===== src/rtl/axi_pkg.sv =====
// Shared AXI write-channel constants, FSM encoding and AW queue entry layout.
// The queue entry's ID and address fields are parameter-sized, so they are packed in the top.
package axi_pkg;

  localparam logic [1:0] BURST_FIXED = 2'b00;
  localparam logic [1:0] BURST_INCR  = 2'b01;
  localparam logic [1:0] BURST_WRAP  = 2'b10;

  localparam logic [1:0] RESP_OKAY   = 2'b00;
  localparam logic [1:0] RESP_EXOKAY = 2'b01;
  localparam logic [1:0] RESP_SLVERR = 2'b10;
  localparam logic [1:0] RESP_DECERR = 2'b11;

  typedef enum logic [1:0] {
    ST_IDLE  = 2'd0,
    ST_BURST = 2'd1,
    ST_RESP  = 2'd2
  } state_e;

  typedef struct packed {
    logic [7:0] len;
    logic [2:0] size;
    logic [1:0] burst;
    logic [3:0] region;
    logic [1:0] err;
  } aw_ctl_t;

  localparam int AW_CTL_W = $bits(aw_ctl_t);

  // Decode errors outrank slave errors so a bad region is always reported as DECERR.
  function automatic logic [1:0] decode_err(input logic [3:0] region,
                                            input logic [7:0] len,
                                            input logic [2:0] size,
                                            input logic [1:0] burst,
                                            input int         num_tgt,
                                            input int         max_size);
    logic bad_wrap;
    bad_wrap = (burst == BURST_WRAP) &&
               !(len == 8'd1 || len == 8'd3 || len == 8'd7 || len == 8'd15);
    if (int'(region) >= num_tgt)
      return RESP_DECERR;
    else if (burst == 2'b11 || int'(size) > max_size || bad_wrap)
      return RESP_SLVERR;
    else
      return RESP_OKAY;
  endfunction

endpackage


===== src/rtl/sync_fifo.sv =====
// Synchronous FIFO with fall-through read data; a push into a full FIFO is
// accepted only when a pop happens in the same cycle.
module sync_fifo #(
  parameter int WIDTH = 8,
  parameter int DEPTH = 4,
  parameter int CNT_W = $clog2(DEPTH) + 1
) (
  input  logic             clk,
  input  logic             rst,
  input  logic             push,
  input  logic [WIDTH-1:0] wdata,
  input  logic             pop,
  output logic [WIDTH-1:0] rdata,
  output logic             full,
  output logic             empty,
  output logic [CNT_W-1:0] count
);

  localparam int PTR_W = $clog2(DEPTH);

  logic [WIDTH-1:0] mem [DEPTH];
  logic [PTR_W-1:0] wr_ptr;
  logic [PTR_W-1:0] rd_ptr;
  logic             do_push;
  logic             do_pop;

  assign full    = (count == CNT_W'(DEPTH));
  assign empty   = (count == '0);
  assign do_push = push && (!full || pop);
  assign do_pop  = pop && !empty;
  assign rdata   = mem[rd_ptr];

  always_ff @(posedge clk) begin
    if (do_push)
      mem[wr_ptr] <= wdata;
  end

  always_ff @(posedge clk) begin
    if (rst) begin
      wr_ptr <= '0;
      rd_ptr <= '0;
      count  <= '0;
    end else begin
      if (do_push)
        wr_ptr <= wr_ptr + PTR_W'(1);
      if (do_pop)
        rd_ptr <= rd_ptr + PTR_W'(1);
      count <= count + CNT_W'(do_push) - CNT_W'(do_pop);
    end
  end

endmodule


===== src/rtl/axi_write_slave_mt.sv =====
// AXI4 write-channel slave: queued AW bursts, FIXED/INCR/WRAP address generation,
// error responses and a ready/valid internal write port with a decoded target index.
module axi_write_slave_mt
  import axi_pkg::*;
#(
  parameter int ID_W     = 8,
  parameter int ADDR_W   = 11,
  parameter int DATA_W   = 32,
  parameter int STRB_W   = DATA_W / 8,
  parameter int NUM_TGT  = 3,
  parameter int AW_DEPTH = 4,
  parameter int TGT_W    = (NUM_TGT > 1) ? $clog2(NUM_TGT) : 1
) (
  input  logic              clk,
  input  logic              rst,
  input  logic [ID_W-1:0]   AWID,
  input  logic [ADDR_W-1:0] AWADDR,
  input  logic [7:0]        AWLEN,
  input  logic [2:0]        AWSIZE,
  input  logic [1:0]        AWBURST,
  input  logic [3:0]        AWREGION,
  input  logic              AWVALID,
  output logic              AWREADY,
  input  logic [DATA_W-1:0] WDATA,
  input  logic [STRB_W-1:0] WSTRB,
  input  logic              WLAST,
  input  logic              WVALID,
  output logic              WREADY,
  output logic [ID_W-1:0]   BID,
  output logic [1:0]        BRESP,
  output logic              BVALID,
  input  logic              BREADY,
  output logic              wr_vld,
  input  logic              wr_rdy,
  output logic [ADDR_W-1:0] wr_addr,
  output logic [DATA_W-1:0] wr_data,
  output logic [STRB_W-1:0] wr_strb,
  output logic [TGT_W-1:0]  wr_tgt,
  output logic [1:0]        state_dbg
);

  localparam int MAX_SIZE = $clog2(STRB_W);
  localparam int ENT_W    = ID_W + ADDR_W + AW_CTL_W;
  localparam int CNT_W    = $clog2(AW_DEPTH) + 1;

  // Handshake rule on every channel: a transfer happens on the rising edge where
  // valid and ready are both high; valid never waits on ready, and payload is held while valid.

  state_e            state;
  logic              aw_push;
  logic              aw_pop;
  logic              q_full;
  logic              q_empty;
  logic [CNT_W-1:0]  q_count;
  logic [CNT_W-1:0]  q_count_next;
  logic [ENT_W-1:0]  q_wdata;
  logic [ENT_W-1:0]  q_rdata;
  aw_ctl_t           push_ctl;
  aw_ctl_t           head_ctl;
  logic [ID_W-1:0]   head_id;
  logic [ADDR_W-1:0] head_addr;

  logic [ID_W-1:0]   b_id;
  logic [ADDR_W-1:0] b_addr;
  logic [7:0]        b_len;
  logic [7:0]        b_cnt;
  logic [2:0]        b_size;
  logic [1:0]        b_burst;
  logic [3:0]        b_region;
  logic [1:0]        b_err;
  logic              wlast_err;

  logic [ADDR_W-1:0] step;
  logic [ADDR_W-1:0] addr_inc;
  logic [ADDR_W-1:0] wrap_mask;
  logic [ADDR_W-1:0] next_addr;
  logic              w_accept;

  always_comb begin
    push_ctl        = '0;
    push_ctl.len    = AWLEN;
    push_ctl.size   = AWSIZE;
    push_ctl.burst  = AWBURST;
    push_ctl.region = AWREGION;
    push_ctl.err    = decode_err(AWREGION, AWLEN, AWSIZE, AWBURST, NUM_TGT, MAX_SIZE);
  end

  assign q_wdata                       = {AWID, AWADDR, push_ctl};
  assign {head_id, head_addr, head_ctl} = q_rdata;
  assign aw_push                       = AWVALID && AWREADY && !q_full;
  assign aw_pop                        = (state == ST_IDLE) && !q_empty;
  assign q_count_next                  = q_count + CNT_W'(aw_push) - CNT_W'(aw_pop);

  sync_fifo #(
    .WIDTH (ENT_W),
    .DEPTH (AW_DEPTH),
    .CNT_W (CNT_W)
  ) u_aw_q (
    .clk   (clk),
    .rst   (rst),
    .push  (aw_push),
    .wdata (q_wdata),
    .pop   (aw_pop),
    .rdata (q_rdata),
    .full  (q_full),
    .empty (q_empty),
    .count (q_count)
  );

  // WRAP keeps the beat inside an aligned window of (len+1) beats.
  always_comb begin
    step      = ADDR_W'(1) << b_size;
    addr_inc  = b_addr + step;
    wrap_mask = ((ADDR_W'(b_len) + ADDR_W'(1)) << b_size) - ADDR_W'(1);
    case (b_burst)
      BURST_FIXED: next_addr = b_addr;
      BURST_WRAP:  next_addr = (b_addr & ~wrap_mask) | (addr_inc & wrap_mask);
      default:     next_addr = addr_inc;
    endcase
  end

  assign WREADY    = (state == ST_BURST) && (!wr_vld || wr_rdy);
  assign w_accept  = WVALID && WREADY;
  assign state_dbg = state;

  always_ff @(posedge clk) begin
    if (rst) begin
      state     <= ST_IDLE;
      AWREADY   <= 1'b0;
      BVALID    <= 1'b0;
      BID       <= '0;
      BRESP     <= RESP_OKAY;
      wr_vld    <= 1'b0;
      wr_addr   <= '0;
      wr_data   <= '0;
      wr_strb   <= '0;
      wr_tgt    <= '0;
      b_id      <= '0;
      b_addr    <= '0;
      b_len     <= '0;
      b_cnt     <= '0;
      b_size    <= '0;
      b_burst   <= '0;
      b_region  <= '0;
      b_err     <= RESP_OKAY;
      wlast_err <= 1'b0;
    end else begin
      AWREADY <= (q_count_next != CNT_W'(AW_DEPTH));
      if (wr_vld && wr_rdy)
        wr_vld <= 1'b0;
      case (state)
        ST_IDLE: begin
          if (!q_empty) begin
            b_id      <= head_id;
            b_addr    <= head_addr;
            b_len     <= head_ctl.len;
            b_cnt     <= head_ctl.len;
            b_size    <= head_ctl.size;
            b_burst   <= head_ctl.burst;
            b_region  <= head_ctl.region;
            b_err     <= head_ctl.err;
            wlast_err <= 1'b0;
            state     <= ST_BURST;
          end
        end
        ST_BURST: begin
          if (w_accept) begin
            // Errored bursts still drain their beats, but nothing reaches the targets.
            if (b_err == RESP_OKAY) begin
              wr_vld  <= 1'b1;
              wr_addr <= b_addr;
              wr_data <= WDATA;
              wr_strb <= WSTRB;
              wr_tgt  <= TGT_W'(b_region);
            end
            if (WLAST != (b_cnt == 8'd0))
              wlast_err <= 1'b1;
            b_cnt  <= b_cnt - 8'd1;
            b_addr <= next_addr;
            if (b_cnt == 8'd0)
              state <= ST_RESP;
          end
        end
        ST_RESP: begin
          if (!BVALID) begin
            if (!wr_vld) begin
              BVALID <= 1'b1;
              BID    <= b_id;
              if (b_err != RESP_OKAY)
                BRESP <= b_err;
              else if (wlast_err)
                BRESP <= RESP_SLVERR;
              else
                BRESP <= RESP_OKAY;
            end
          end else if (BREADY) begin
            BVALID <= 1'b0;
            state  <= ST_IDLE;
          end
        end
        default: state <= ST_IDLE;
      endcase
    end
  end

endmodule


===== config.mk =====
export PLATFORM = sky130hd
export DESIGN_NAME = axi_write_slave_mt
export DESIGN_NICKNAME = d
export VERILOG_FILES = /design/src/rtl/axi_pkg.sv /design/src/rtl/sync_fifo.sv /design/src/rtl/axi_write_slave_mt.sv
export SDC_FILE = /design/constraint.sdc
export NUM_CORES = 1
export LEC_CHECK = 0
export ABC_CLOCK_PERIOD_IN_PS = 8000
export CAP_MARGIN = 5
export CORE_UTILIZATION = 25
export DETAILED_ROUTE_END_ITERATION = 16
export PLACE_DENSITY = 0.41
export SLEW_MARGIN = 10
export SYNTH_ARGS = -nofsm -noshare
export SYNTH_HDL_FRONTEND = slang
export SYNTH_HIERARCHICAL = 1
export SYNTH_SLANG_ARGS = --single-unit
export TNS_END_PERCENT = 30

===== constraint.sdc =====
create_clock -name clk -period 8 [get_ports clk]
set_clock_uncertainty 0.15 [all_clocks]
set_input_delay 2.4 -clock clk [delete_from_list [all_inputs] [get_ports clk]]
set_output_delay 2.4 -clock clk [all_outputs]
set_load 0.1 [all_outputs]

## After elaboration in Yosys (flattened, before gate mapping)

Memories as Yosys holds them, arrays and structs flattened. A register that Yosys moved wholly into a read port is not among the register bits.
Index checks and enable logic that the tools add are counted.

| word-level totals | value |
|---|---|
| bits in registers | 116 |
| bits in writable memories | 152 |
| input bits | 79 |
| output and inout bits | 65 |
| word-level logic and storage cells | 129 |
| memories kept | 1 |

| operators by class | value |
|---|---|
| add/sub/neg operators | 10 |
| order comparisons | 2 |
| eq/ne operators | 19 |
| shift-type cells | 2 |
| multiplexer cells | 32 |
| bitwise logic cells | 7 |
| reduce and logical (&&, ||, !) cells | 34 |

Memory list:

| name | words | bits a word | read ports | clocked after Yosys merged registers in | wr ports | RTL line | source |
|---|---|---|---|---|---|---|---|
| u_aw_q.mem | 4 | 38 | 1 | 1 | 1 | sync_fifo.sv:21 | `logic [WIDTH-1:0] mem [DEPTH];` |

Operator list:

| operator | number |
|---|---|
| $pmux W11 S2 | 2 |
| $and A11 B11 Y11 | 2 |
| $mux W11 | 2 |
| $mux W2 | 11 |
| $mux W8 | 2 |
| $pmux W8 S2 | 1 |
| $mux W1 | 12 |
| $add A11 B11 Y11 | 1 |
| $not A11 Y11 | 1 |
| $or A11 B11 Y11 | 1 |
| $shl A1 B3 Y11 const A | 1 |
| $shl A9 B3 Y11 | 1 |
| $sub A11 B1 Y11 const B | 1 |
| $ne A2 B2 Y1 const B | 5 |
| $add A8 B1 Y9 const B | 1 |
| $logic_and A1 B1 Y1 | 9 |
| $reduce_and A3 Y1 | 3 |
| $eq A2 B2 Y1 const B | 4 |
| $eq A8 B1 Y1 const B | 1 |
| $eq A8 B2 Y1 const B | 1 |
| $eq A8 B3 Y1 const B | 1 |
| $eq A8 B4 Y1 const B | 1 |
| $logic_not A8 Y1 | 1 |
| $reduce_and A4 Y1 | 2 |
| other kinds (21) | 39 |

## Logic depth before layout (Yosys ltp)

Gate-level depths: netlist of run 1.

| logic depth | value |
|---|---|
| word-level depth | 9 |
| gate-level depth with buffers | 16 |
| mapped depth without buffers | 14 |

## Hierarchy

The synthesis of run 1 kept the hierarchy.

Modules (own cells, without submodules):

| module | instances | cells each | area an instance (µm²) | seq. area each (µm²) |
|---|---|---|---|---|
| sync_fifo | 1 | 249 | 5982.0 | 4744.6 |
| axi_write_slave_mt | 1 | 769 | 5760.5 | 2182.1 |

## Worst setup path before layout of run 1

No wires, ideal clock.

| timing | value |
|---|---|
| path type | input-to-output |
| start | in wr_rdy |
| end | out WREADY |
| data arrival time | 3891 ps |
| required time | 5450 ps |
| setup slack | 1559 ps |
| stages on the path | 2 |
| path buffers | 0 |
| cells stage by stage | nand2b_1 > nor2b_1 |

| between the ends | value |
|---|---|
| cells in the longest elaborated chain, start to end | 2 |

RTL lines:

| what | RTL line | source |
|---|---|---|
| from (decl) | axi_write_slave_mt.sv:34 | `input logic wr_rdy,` |
| $logic_or A1 B1 Y1 | axi_write_slave_mt.sv:122 | `assign WREADY = (state == ST_BURST) && (!wr_vld \|\| wr_rdy);` |
| $logic_and A1 B1 Y1 | axi_write_slave_mt.sv:122 |  |
| to (decl) | axi_write_slave_mt.sv:28 | `output logic WREADY,` |

Every way passes these cells.

## Final worst setup path of run 1

Ends and elaborated chain as after synthesis.

==> impl_metrics.csv, run 1 <==
group,metric,value,unit
outcome,status,"finished, final reports clean",
hold_path,min_from,"wr_addr[3]",
power_and_ir_drop,power_leakage,4.757,nW
timing,rsz0062_at_grt,"false",
detailed_routing,drc_errors,0,
layout,nets,1238,
power_and_ir_drop,combinationalPowerShare,0.388,
timing,setup_viol,0,
worst_setup_path,critPathMaxFanout,3,
die,die_area,0.04669,sq mm
worst_setup_path,r2r_start,"u_aw_q/count[1]",
worst_setup_path,r2r_end,"u_aw_q/count[2]",
timing,tns,0,ps
synthesis,syn_nets,1110,
power_and_ir_drop,ir_drop,0.1803,mV
worst_setup_path,max_stage_delay,440,ps
cts,root_buffer,"clkbuf_16",
hold_path,whs_path_depth,2,
detailed_routing,routed_wirelength,30110,um
layout,syn_to_final_growth,26.03,%
hold_path,hold_path.class,"reg2reg",
timing,tightestPinTransition,1071,ps
cts,clockBufferDepth,3,
global_route,grt_pass1_vias,7963,
timing,period_needed,6060,ps
global_route,grtUsageMet3,0.01909,
worst_setup_path,end_kind,"output port",
cts,h-tree-depth,1,
placement,post-place-ws,1923,ps
hold_path,min_to,"wr_addr[3]",
cts,postCtsHoldBufs,0,
detailed_routing,routedWlPerCell,17.11,um
global_route,grt_max_degree,84,
detailed_routing,vias,7924,
power_and_ir_drop,swShare,0.3888,
power_and_ir_drop,seqPwrFrac,0.350,
worst_setup_path,cp.arrival,3510,ps
die,die_w,216.1,um
die,boundaryPins,144,
layout,antenna_cells,0,
die,die_h,216.1,um
synthesis,synth_cells,1008,
placement,dp_hpwl,19840,um
cts,path_clk_slew,60,ps
detailed_routing,detail-route-antenna-nets,0,
synthesis,yosysWarnings,6,
power_and_ir_drop,p_int,3.147,mW
cts,cts_sinks,262,
flow_run,max_cap_viol_count,0,
timing,worst_slack,1940,ps
detailed_routing,drt_iter0_markers,406,
synthesis,mappedNetlistArea,0.01146,sq mm
timing,min_period_over_period,0.7575,
layout,stdcell_area,0.01444,sq mm
global_route,use_met2,0.2013,
layout,final_cells,1760,
worst_setup_path,cp-start-kind,"input port",
cts,clk-insertion-delay-late,580,ps
global_route,antenna_found_initial,0,
power_and_ir_drop,pwr_density_cell,356.6,mW/mm^2
power_and_ir_drop,switchingPower,2.002,mW
worst_setup_path,reg2reg_slack,4090,ps
layout,drive_gt1_frac,0.1060,
worst_setup_path,cp.required,5450,ps
global_route,top_usage_layer,"met2",
placement,dp_cells,1704,
die,start_util,0.2530,
global_route,grt_overflow,0,
detailed_routing,drtPass1Iterations,5,
die,num_rows,78,
timing,hold_viol,0,
cts,cts_setup_buffers,0,
die,core-area,0.04528,sq mm
timing,relSlewSlack,0.2803,
timing,slew_viol_final,0,
global_route,use_met1,0.1860,
worst_setup_path,critPathTopFamily,"buffers and inverters",
power_and_ir_drop,power_frac_clock,0.262,
detailed_routing,vias_per_cell,4.502,
worst_setup_path,path_cells,"clkdlybuf4s50_1 -> nand2b_1 -> nor2b_1 -> buf_4",
placement,place_congestion,0.8030,
worst_setup_path,crit_buf_inv,2,
timing,fmax,165.0,MHz
cts,cts_resized,0,
placement,place_area,0.01345,sq mm
global_route,grt_pass1_wl,47110,um
worst_setup_path,reg2reg_depth,16,
worst_setup_path,worst-setup-path-type,"in2out",
placement,portBuffers,143,
cts,numCtsBuffers,30,
synthesis,syn_avg_cell_area,11.37,sq um
global_route,track_usage,0.1284,
worst_setup_path,slowest_stage,"clkdlybuf4s50_1",
cts,cts_tree,"built",
## power by group through the flow
| stage | logic (mW) | clock network, mW | registers, mW |
|---|---|---|---|
| 4_1_cts | 2.03 | 1.40 | 1.80 |
| 3_5_place_dp | 2.02 | 0 | 1.83 |
| 5_1_grt | 2.22 | 1.45 | 1.83 |
| 6_report | 2.00 | 1.35 | 1.80 |
| 2_1_floorplan | 1.29 | 0 | 2.01 |
| 3_3_place_gp | 2.02 | 0 | 1.83 |
## worst max path at each step
stage	start	to	slack, ps	depth (start not counted)
global route	wr_rdy	WREADY	1890	4
finish	wr_rdy	WREADY	1940	4
floorplan	wr_rdy	WREADY	1560	2
CTS	wr_rdy	WREADY	1920	4
detailed placement	wr_rdy	WREADY	1920	4
global placement	wr_rdy	WREADY	1940	4
## cells in the final DEF, fill, tap and decap left out, types with 6 or more instances in the layout
cell type	instances
a211oi_1	14
a21oi_1	123
and3_1	6
buf_4	18
clkbuf_1	9
clkbuf_16	30
clkdlybuf4s50_1	141
clkinv_2	6
dfxtp_1	117
edfxtp_1	144
ha_1	20
inv_1	24
mux4_2	37
nand2_1	203
nand2b_1	15
nand3_1	7
nor2_1	46
nor2b_1	7
nor3_1	17
nor4_1	7
o21ai_0	23
or3_1	6
xnor2_1	11
xor2_1	9
## per-stage QoR
stage | hold slack [ps] | power [mW] | utilization
after floorplan | 282.2 | 3.304 | -
after global placement | 292.1 | 3.848 | 0.2971
after global routing | 320.8 | 5.503 | 0.3189
final | 300.7 | 5.149 | 0.3189
after CTS | 304.7 | 5.236 | 0.3189
after detailed placement | 296.4 | 3.854 | 0.2971
## per-layer routing
metal | up-vias | routed length [um]
met4 | 0 | 515
met3 | 37 | 1052
met1 | 3811 | 15070
met2 | 148 | 13470
met5 | - | 0
li1 | 3928 | -
## state kept, by name, indices dropped and copies added, names as in the netlist, named ones only
signal	count
u_aw_q/mem	144
BVALID	1
wr_addr	11
b_len	8
wlast_err	1
b_region	2
b_id	8
u_aw_q/count	3
AWREADY	1
BRESP	2
wr_data	32
b_cnt	8
b_burst	2
wr_strb	4
b_size	3
u_aw_q/rd_ptr	2
b_err	2
state_dbg	2
u_aw_q/wr_ptr	2
BID	8
wr_tgt	2
wr_vld	1
## worst min-delay path: cells and delay by family, from the launching register on
family,cells,cell delay (ps)
AOI/OAI and AO/OA,1,50
and+or+nand+nor,1,50
DFF,1,300
## final cells by class
cell class                      count  area [sq um]
Clock buffer                       44         853.3
Clock inverter                     12         135.1
Fill cell                        4662         30840
Inverter                           26         97.59
Multi-Input combinational cell    657          4369
Sequential cell                   262          6688
Tap cell                          600         750.7
Timing Repair Buffer              159          1546
Note: power is estimated with default switching activity, not from simulation.
==> run 2, diff against run 1 <==
--- a/config.mk
+++ b/config.mk
@@ -5,7 +5,7 @@
 export SDC_FILE = /design/constraint.sdc
 export NUM_CORES = 1
 export LEC_CHECK = 0
-export ABC_CLOCK_PERIOD_IN_PS = 8000
+export ABC_CLOCK_PERIOD_IN_PS = 5900
 export CAP_MARGIN = 5
 export CORE_UTILIZATION = 25
 export DETAILED_ROUTE_END_ITERATION = 16
==> constraint.sdc (replaced) <==
create_clock -name clk -period 5.9 [get_ports clk]
set_clock_uncertainty 0.15 [all_clocks]
set_input_delay 1.77 -clock clk [delete_from_list [all_inputs] [get_ports clk]]
set_output_delay 1.77 -clock clk [all_outputs]
set_load 0.1 [all_outputs]
==> run 2 against run 1 <==
Net effect: global-route usage is essentially flat; sequential cell count unchanged; register-to-register slack got worse by 2100 ps; count of clock-buffer cells in the layout decreased by 1; utilization down 0.055 points; routed wire length fell by 0.58%; sequential power is 37% higher; power rose by 34%; via count about the same; final area fell by 0.17%; setup slack got worse by 830 ps; critical path depth did not move; largest power group unchanged.
==> impl_metrics.csv, run 2 (same netlist as run 1, synthesis figures left out) <==
group,metric,value,unit
global_route,grt_max_degree,98,
timing,slew_viol_final,0,
detailed_routing,vias_per_cell,4.495,
timing,fmax,208.9,MHz
worst_setup_path,cp-startpoint,"wr_rdy",
die,num_rows,78,
layout,regArea,0.006688,sq mm
cts,numCtsBuffers,30,
global_route,grt_pass1_wl,47200,um
detailed_routing,drt_iter0_markers,464,
timing,relSlewSlack,0.2568,
worst_setup_path,critPathTopFamily,"buffers and inverters",
worst_setup_path,cp.arrival,2870,ps
die,core-area,0.04528,sq mm
detailed_routing,routed_wirelength,29930,um
layout,drive_gt1_frac,0.1033,
worst_setup_path,crit_buf_inv,2,
worst_setup_path,end_kind,"output port",
detailed_routing,drtPass1Iterations,4,
timing,rsz0062_at_grt,"false",
layout,final_cell_mix,"203 x nand2_1, 144 x edfxtp_1, 141 x clkdlybuf4s50_1, 123 x a21oi_1, 117 x dfxtp_1",
timing,period_needed,4786,ps
cts,clockBufferDepth,3,
detailed_routing,detail-route-antenna-nets,0,
worst_setup_path,max_stage_delay,440,ps
cts,clk-insertion-delay-late,580,ps
flow_run,max_cap_viol_count,0,
timing,tightestPinTransition,1115,ps
power_and_ir_drop,pwr_density_cell,479.5,mW/mm^2
cts,cts_setup_buffers,0,
worst_setup_path,critPathMaxFanout,3,
cts,root_buffer,"clkbuf_16",
power_and_ir_drop,power_leakage,4.743,nW
worst_setup_path,slowest_stage,"clkdlybuf4s50_1",
cts,cts_sinks,262,
placement,place_area,0.01347,sq mm
layout,nets,1241,
cts,cts_resized,0,
die,die_w,216.1,um
power_and_ir_drop,ir_drop,0.2699,mV
layout,top_register,"u_aw_q/mem",
die,start_util,0.2530,
timing,min_period_over_period,0.8112,
hold_path,hold_path.class,"reg2reg",
layout,top_regs,"u_aw_q/mem: 144 flops, wr_data: 32 flops, wr_addr: 11 flops",
detailed_routing,drc_errors,0,
die,boundaryPins,144,
placement,place_congestion,0.8079,
placement,portBuffers,143,
worst_setup_path,worst-setup-path-type,"in2out",
hold_path,min_from,"wr_data[8]",
global_route,antenna_found_initial,0,
detailed_routing,routedWlPerCell,16.99,um
outcome,status,"finished, final reports clean",
global_route,grt_overflow,0,
layout,largest_reg_flops,144,
cts,postCtsHoldBufs,0,
layout,fillers,4672,
cts,cts_tree,"built",
cts,path_clk_slew,60,ps
layout,multiInputGateArea,0.004369,sq mm
die,die_area,0.04669,sq mm
layout,antenna_cells,0,
timing,whs,302.1,ps
worst_setup_path,path_cells,"clkdlybuf4s50_1 -> nand2b_1 -> nor2b_1 -> buf_4",
global_route,track_usage,0.1284,
placement,dp_hpwl,20120,um
worst_setup_path,cp.required,3980,ps
timing,hold_viol,0,
worst_setup_path,r2r_start,"u_aw_q/count[1]",
timing,setup_viol,0,
cts,h-tree-depth,1,
worst_setup_path,cp-start-kind,"input port",
timing,tns,0,ps
die,die_h,216.1,um
layout,stdcell_area,0.01442,sq mm
layout,syn_to_final_growth,25.82,%
global_route,grt_pass1_vias,7912,
layout,final_common_cell,"nand2_1",
detailed_routing,vias,7921,
==> run 2: cell count changes in the layout (fill, tap and decap cells not counted) <==
| cell | delta |
|---|---|
| clkinv_2 | -4 |
| clkbuf_8 | -2 |
| inv_8 | +1 |
| buf_4 | +3 |
| clkbuf_1 | +1 |
| clkinv_1 | +4 |
| bufinv_16 | -1 |
==> run 2: area by class of cell <==
class	instances	area share
Tap cell	600	0.05208
Clock buffer	43	0.05755
Clock inverter	12	0.007725
Inverter	26	0.006770
Multi-Input combinational cell	657	0.3031
Sequential cell	262	0.4639
Timing Repair Buffer	162	0.1088
==> run 2: path summary, 6_finish.rpt <==
| check | to | slack, ps | cells past startpoint |
|---|---|---|---|
| hold reg to reg | wr_data[8] | 300 | 2 |
| setup reg to reg | u_aw_q/count[2] | 2040 | 16 |
| hold / removal | wr_data[8] | 300 | 2 |
| setup / recovery | WREADY | 1110 | 4 |
==> run 2: metal layers <==
metal,GRT usage,vias up,part of all wire
met5,0,-,0
met4,0.03333,0,0.021
met3,0.02161,39,0.040
met2,0.1974,150,0.44
met1,0.1858,3796,0.50
li1,-,3936,-
==> run 2: where the power goes <==
part           switching (mW)  internal [mW]
clock network           0.734           1.02
logic                    1.72          0.967
registers               0.256           2.21
==> run 2: metrics by stage <==
| step | cells | utilization | total power, mW | setup slack [ps] |
|---|---|---|---|---|
| 6_report | 1762 | 0.3183 | 6.913 | 1114 |
| 5_1_grt | 1762 | 0.3183 | 7.408 | 1049 |
| 4_1_cts | 1762 | 0.3183 | 7.030 | 1093 |
| 3_5_place_dp | 1707 | 0.2976 | 5.219 | 1094 |
| 3_3_place_gp | 1707 | 0.2976 | 5.221 | 1101 |
| 2_1_floorplan | 1008 | - | 4.480 | 719.5 |
==> run 2: worst register-to-register path, stage by stage (launching register included) <==
cell and delay, ps:
dfxtp_1 540, nor3_1 170, or3_1 340, buf_4 240
clkinv_1 80, buf_4 330, inv_1 110, a21boi_2 400
inv_1 100, ha_1 300, inv_1 50, ha_1 120
inv_1 40, fa_1 370, xor2_1 160, and2_1 160
nor3_1 120
==> run 3, diff against run 2 <==
--- a/config.mk
+++ b/config.mk
@@ -5,11 +5,11 @@
 export SDC_FILE = /design/constraint.sdc
 export NUM_CORES = 1
 export LEC_CHECK = 0
-export ABC_CLOCK_PERIOD_IN_PS = 5900
+export ABC_CLOCK_PERIOD_IN_PS = 3870
 export CAP_MARGIN = 5
 export CORE_UTILIZATION = 25
 export DETAILED_ROUTE_END_ITERATION = 16
-export PLACE_DENSITY = 0.41
+export PLACE_DENSITY = 0.43
 export SLEW_MARGIN = 10
 export SYNTH_ARGS = -nofsm -noshare
 export SYNTH_HDL_FRONTEND = slang
==> constraint.sdc (replaced) <==
create_clock -name clk -period 3.87 [get_ports clk]
set_clock_uncertainty 0.15 [all_clocks]
set_input_delay 1.161 -clock clk [delete_from_list [all_inputs] [get_ports clk]]
set_output_delay 1.161 -clock clk [all_outputs]
set_load 0.1 [all_outputs]
==> run 3 against run 2 <==
Net effect: combinational power increased by 55%; hold slack improved by 1.5 ps; sequential share of layout area down 0.14 points; setup slack worse by 670 ps; highest routed layer unchanged; critical path type unchanged; register-to-register slack lost 1500 ps; global-route usage rose by 0.074 points.
==> impl_metrics.csv, run 3 (same netlist as run 1, synthesis figures left out) <==
group,metric,value,unit
worst_setup_path,end_kind,"output port",
cts,root_buffer,"clkbuf_16",
worst_setup_path,max_stage_delay,450,ps
worst_setup_path,worst-setup-path-type,"in2out",
placement,portBuffers,143,
cts,clockBufferDepth,3,
global_route,track_usage,0.1291,
cts,clk-insertion-delay-late,580,ps
worst_setup_path,path_cells,"clkdlybuf4s50_1 -> nand2b_1 -> nor2b_4 -> buf_12",
cts,h-tree-depth,1,
hold_path,hold_path.class,"reg2reg",
timing,tns,0,ps
cts,cts_sinks,262,
timing,period_needed,3423,ps
cts,postCtsHoldBufs,0,
detailed_routing,routedWlPerCell,17.24,um
power_and_ir_drop,power_leakage,4.962,nW
worst_setup_path,reg2reg_depth,11,
power_and_ir_drop,p_total,10.74,mW
worst_setup_path,critPathMaxFanout,3,
global_route,grt_overflow,0,
detailed_routing,drtPass1Iterations,5,
layout,syn_to_final_growth,26.21,%
cts,numCtsBuffers,31,
layout,largest_reg_flops,144,
timing,hold_viol,0,
worst_setup_path,cp.required,2560,ps
layout,final_common_cell,"nand2_1",
placement,place_congestion,0.8198,
placement,dp_hpwl,20570,um
cts,cts_resized,0,
timing,rsz0062_at_grt,"false",
detailed_routing,drc_errors,0,
die,num_rows,78,
global_route,grt_pass1_vias,7988,
global_route,antenna_found_initial,0,
global_route,grt_pass1_wl,47480,um
timing,setup_viol,0,
timing,relSlewSlack,0.2749,
die,boundaryPins,144,
global_route,grt_max_degree,67,
worst_setup_path,cp.arrival,2110,ps
flow_run,max_cap_viol_count,0,
cts,cts_tree,"built",
timing,slew_viol_final,0,
power_and_ir_drop,ir_drop,0.4009,mV
die,die_area,0.04669,sq mm
layout,drive_gt1_frac,0.1711,
die,core-area,0.04528,sq mm
layout,final_cells,1775,
layout,nets,1252,
outcome,status,"finished, final reports clean",
detailed_routing,detail-route-antenna-nets,0,
cts,path_clk_slew,50,ps
layout,top_regs,"u_aw_q/mem: 144 flops, wr_data: 32 flops, wr_addr: 11 flops",
timing,min_period_over_period,0.8845,
die,start_util,0.2530,
detailed_routing,vias,8077,
layout,final_cell_mix,"203 x nand2_1, 144 x edfxtp_1, 123 x a21oi_1, 116 x dfxtp_1, 88 x buf_4",
cts,cts_setup_buffers,0,
worst_setup_path,slowest_stage,"clkdlybuf4s50_1",
layout,antenna_cells,0,
power_and_ir_drop,pwr_density_cell,743.0,mW/mm^2
placement,dp_cells,1717,
detailed_routing,routed_wirelength,30610,um
detailed_routing,vias_per_cell,4.550,
worst_setup_path,cp-start-kind,"input port",
layout,top_register,"u_aw_q/mem",
die,die_w,216.1,um
timing,tightestPinTransition,1079,ps
hold_path,whs_path_depth,2,
die,die_h,216.1,um
detailed_routing,drt_iter0_markers,533,
timing,fmax,292.1,MHz
-- run 3: cell count changes in the layout (fill, tap and decap cells not counted), sizes merged --
cell	change
buf	+74
clkbuf	+5
clkdlybuf4s50	-64
clkinv	-7
clkinvlp	+3
inv	+2
-- run 3: report_power, final --
part           internal [mW]  switching, mW
registers               3.38          0.411
logic                   1.55           2.62
clock network           1.62           1.17
total                   6.54           4.20
-- run 3: worst max-delay path, delay by kind of cell --
family / cells / cell delay (ps)
buffers and inverters: 2 / 630
and+or+nand+nor: 2 / 310
-- run 3: layer usage --
| layer | global-route usage | wire (um) | vias to the layer above |
|---|---|---|---|
| met4 | 0.02864 | 504 | 0 |
| met2 | 0.2065 | 13930 | 177 |
| met5 | 0 | 0 | - |
| met1 | 0.1815 | 14860 | 3897 |
| met3 | 0.02260 | 1311 | 37 |
| li1 | - | - | 3966 |
-- run 3: layout make-up --
| class | instances | area [sq um] |
|---|---|---|
| Fill cell | 4669 | 30820 |
| Sequential cell | 262 | 6689 |
| Multi-Input combinational cell | 657 | 4377 |
| Timing Repair Buffer | 172 | 1572 |
| Clock buffer | 48 | 869.6 |
| Tap cell | 600 | 750.7 |
| Clock inverter | 10 | 105.1 |
| Inverter | 26 | 97.59 |
-- run 3: through the flow --
step / util / area [sq um] / worst slack [ps] / hold WS, ps
after floorplan: - / 11460 / 38.24 / 282.2
after global placement: 0.2978 / 13490 / 290.4 / 294.0
after detailed placement: 0.2978 / 13490 / 274.0 / 298.7
after CTS: 0.3193 / 14460 / 439.8 / 306.8
after global routing: 0.3193 / 14460 / 295.5 / 319.8
final: 0.3193 / 14460 / 447.0 / 303.7
-- run 3: final timing paths --
check	from	end	slack, ps
max	wr_rdy	WREADY	450
min	wr_data[18]	wr_data[18]	300
max reg2reg	b_size[1]	register	570
min reg2reg	wr_data[18]	wr_data[18]	300
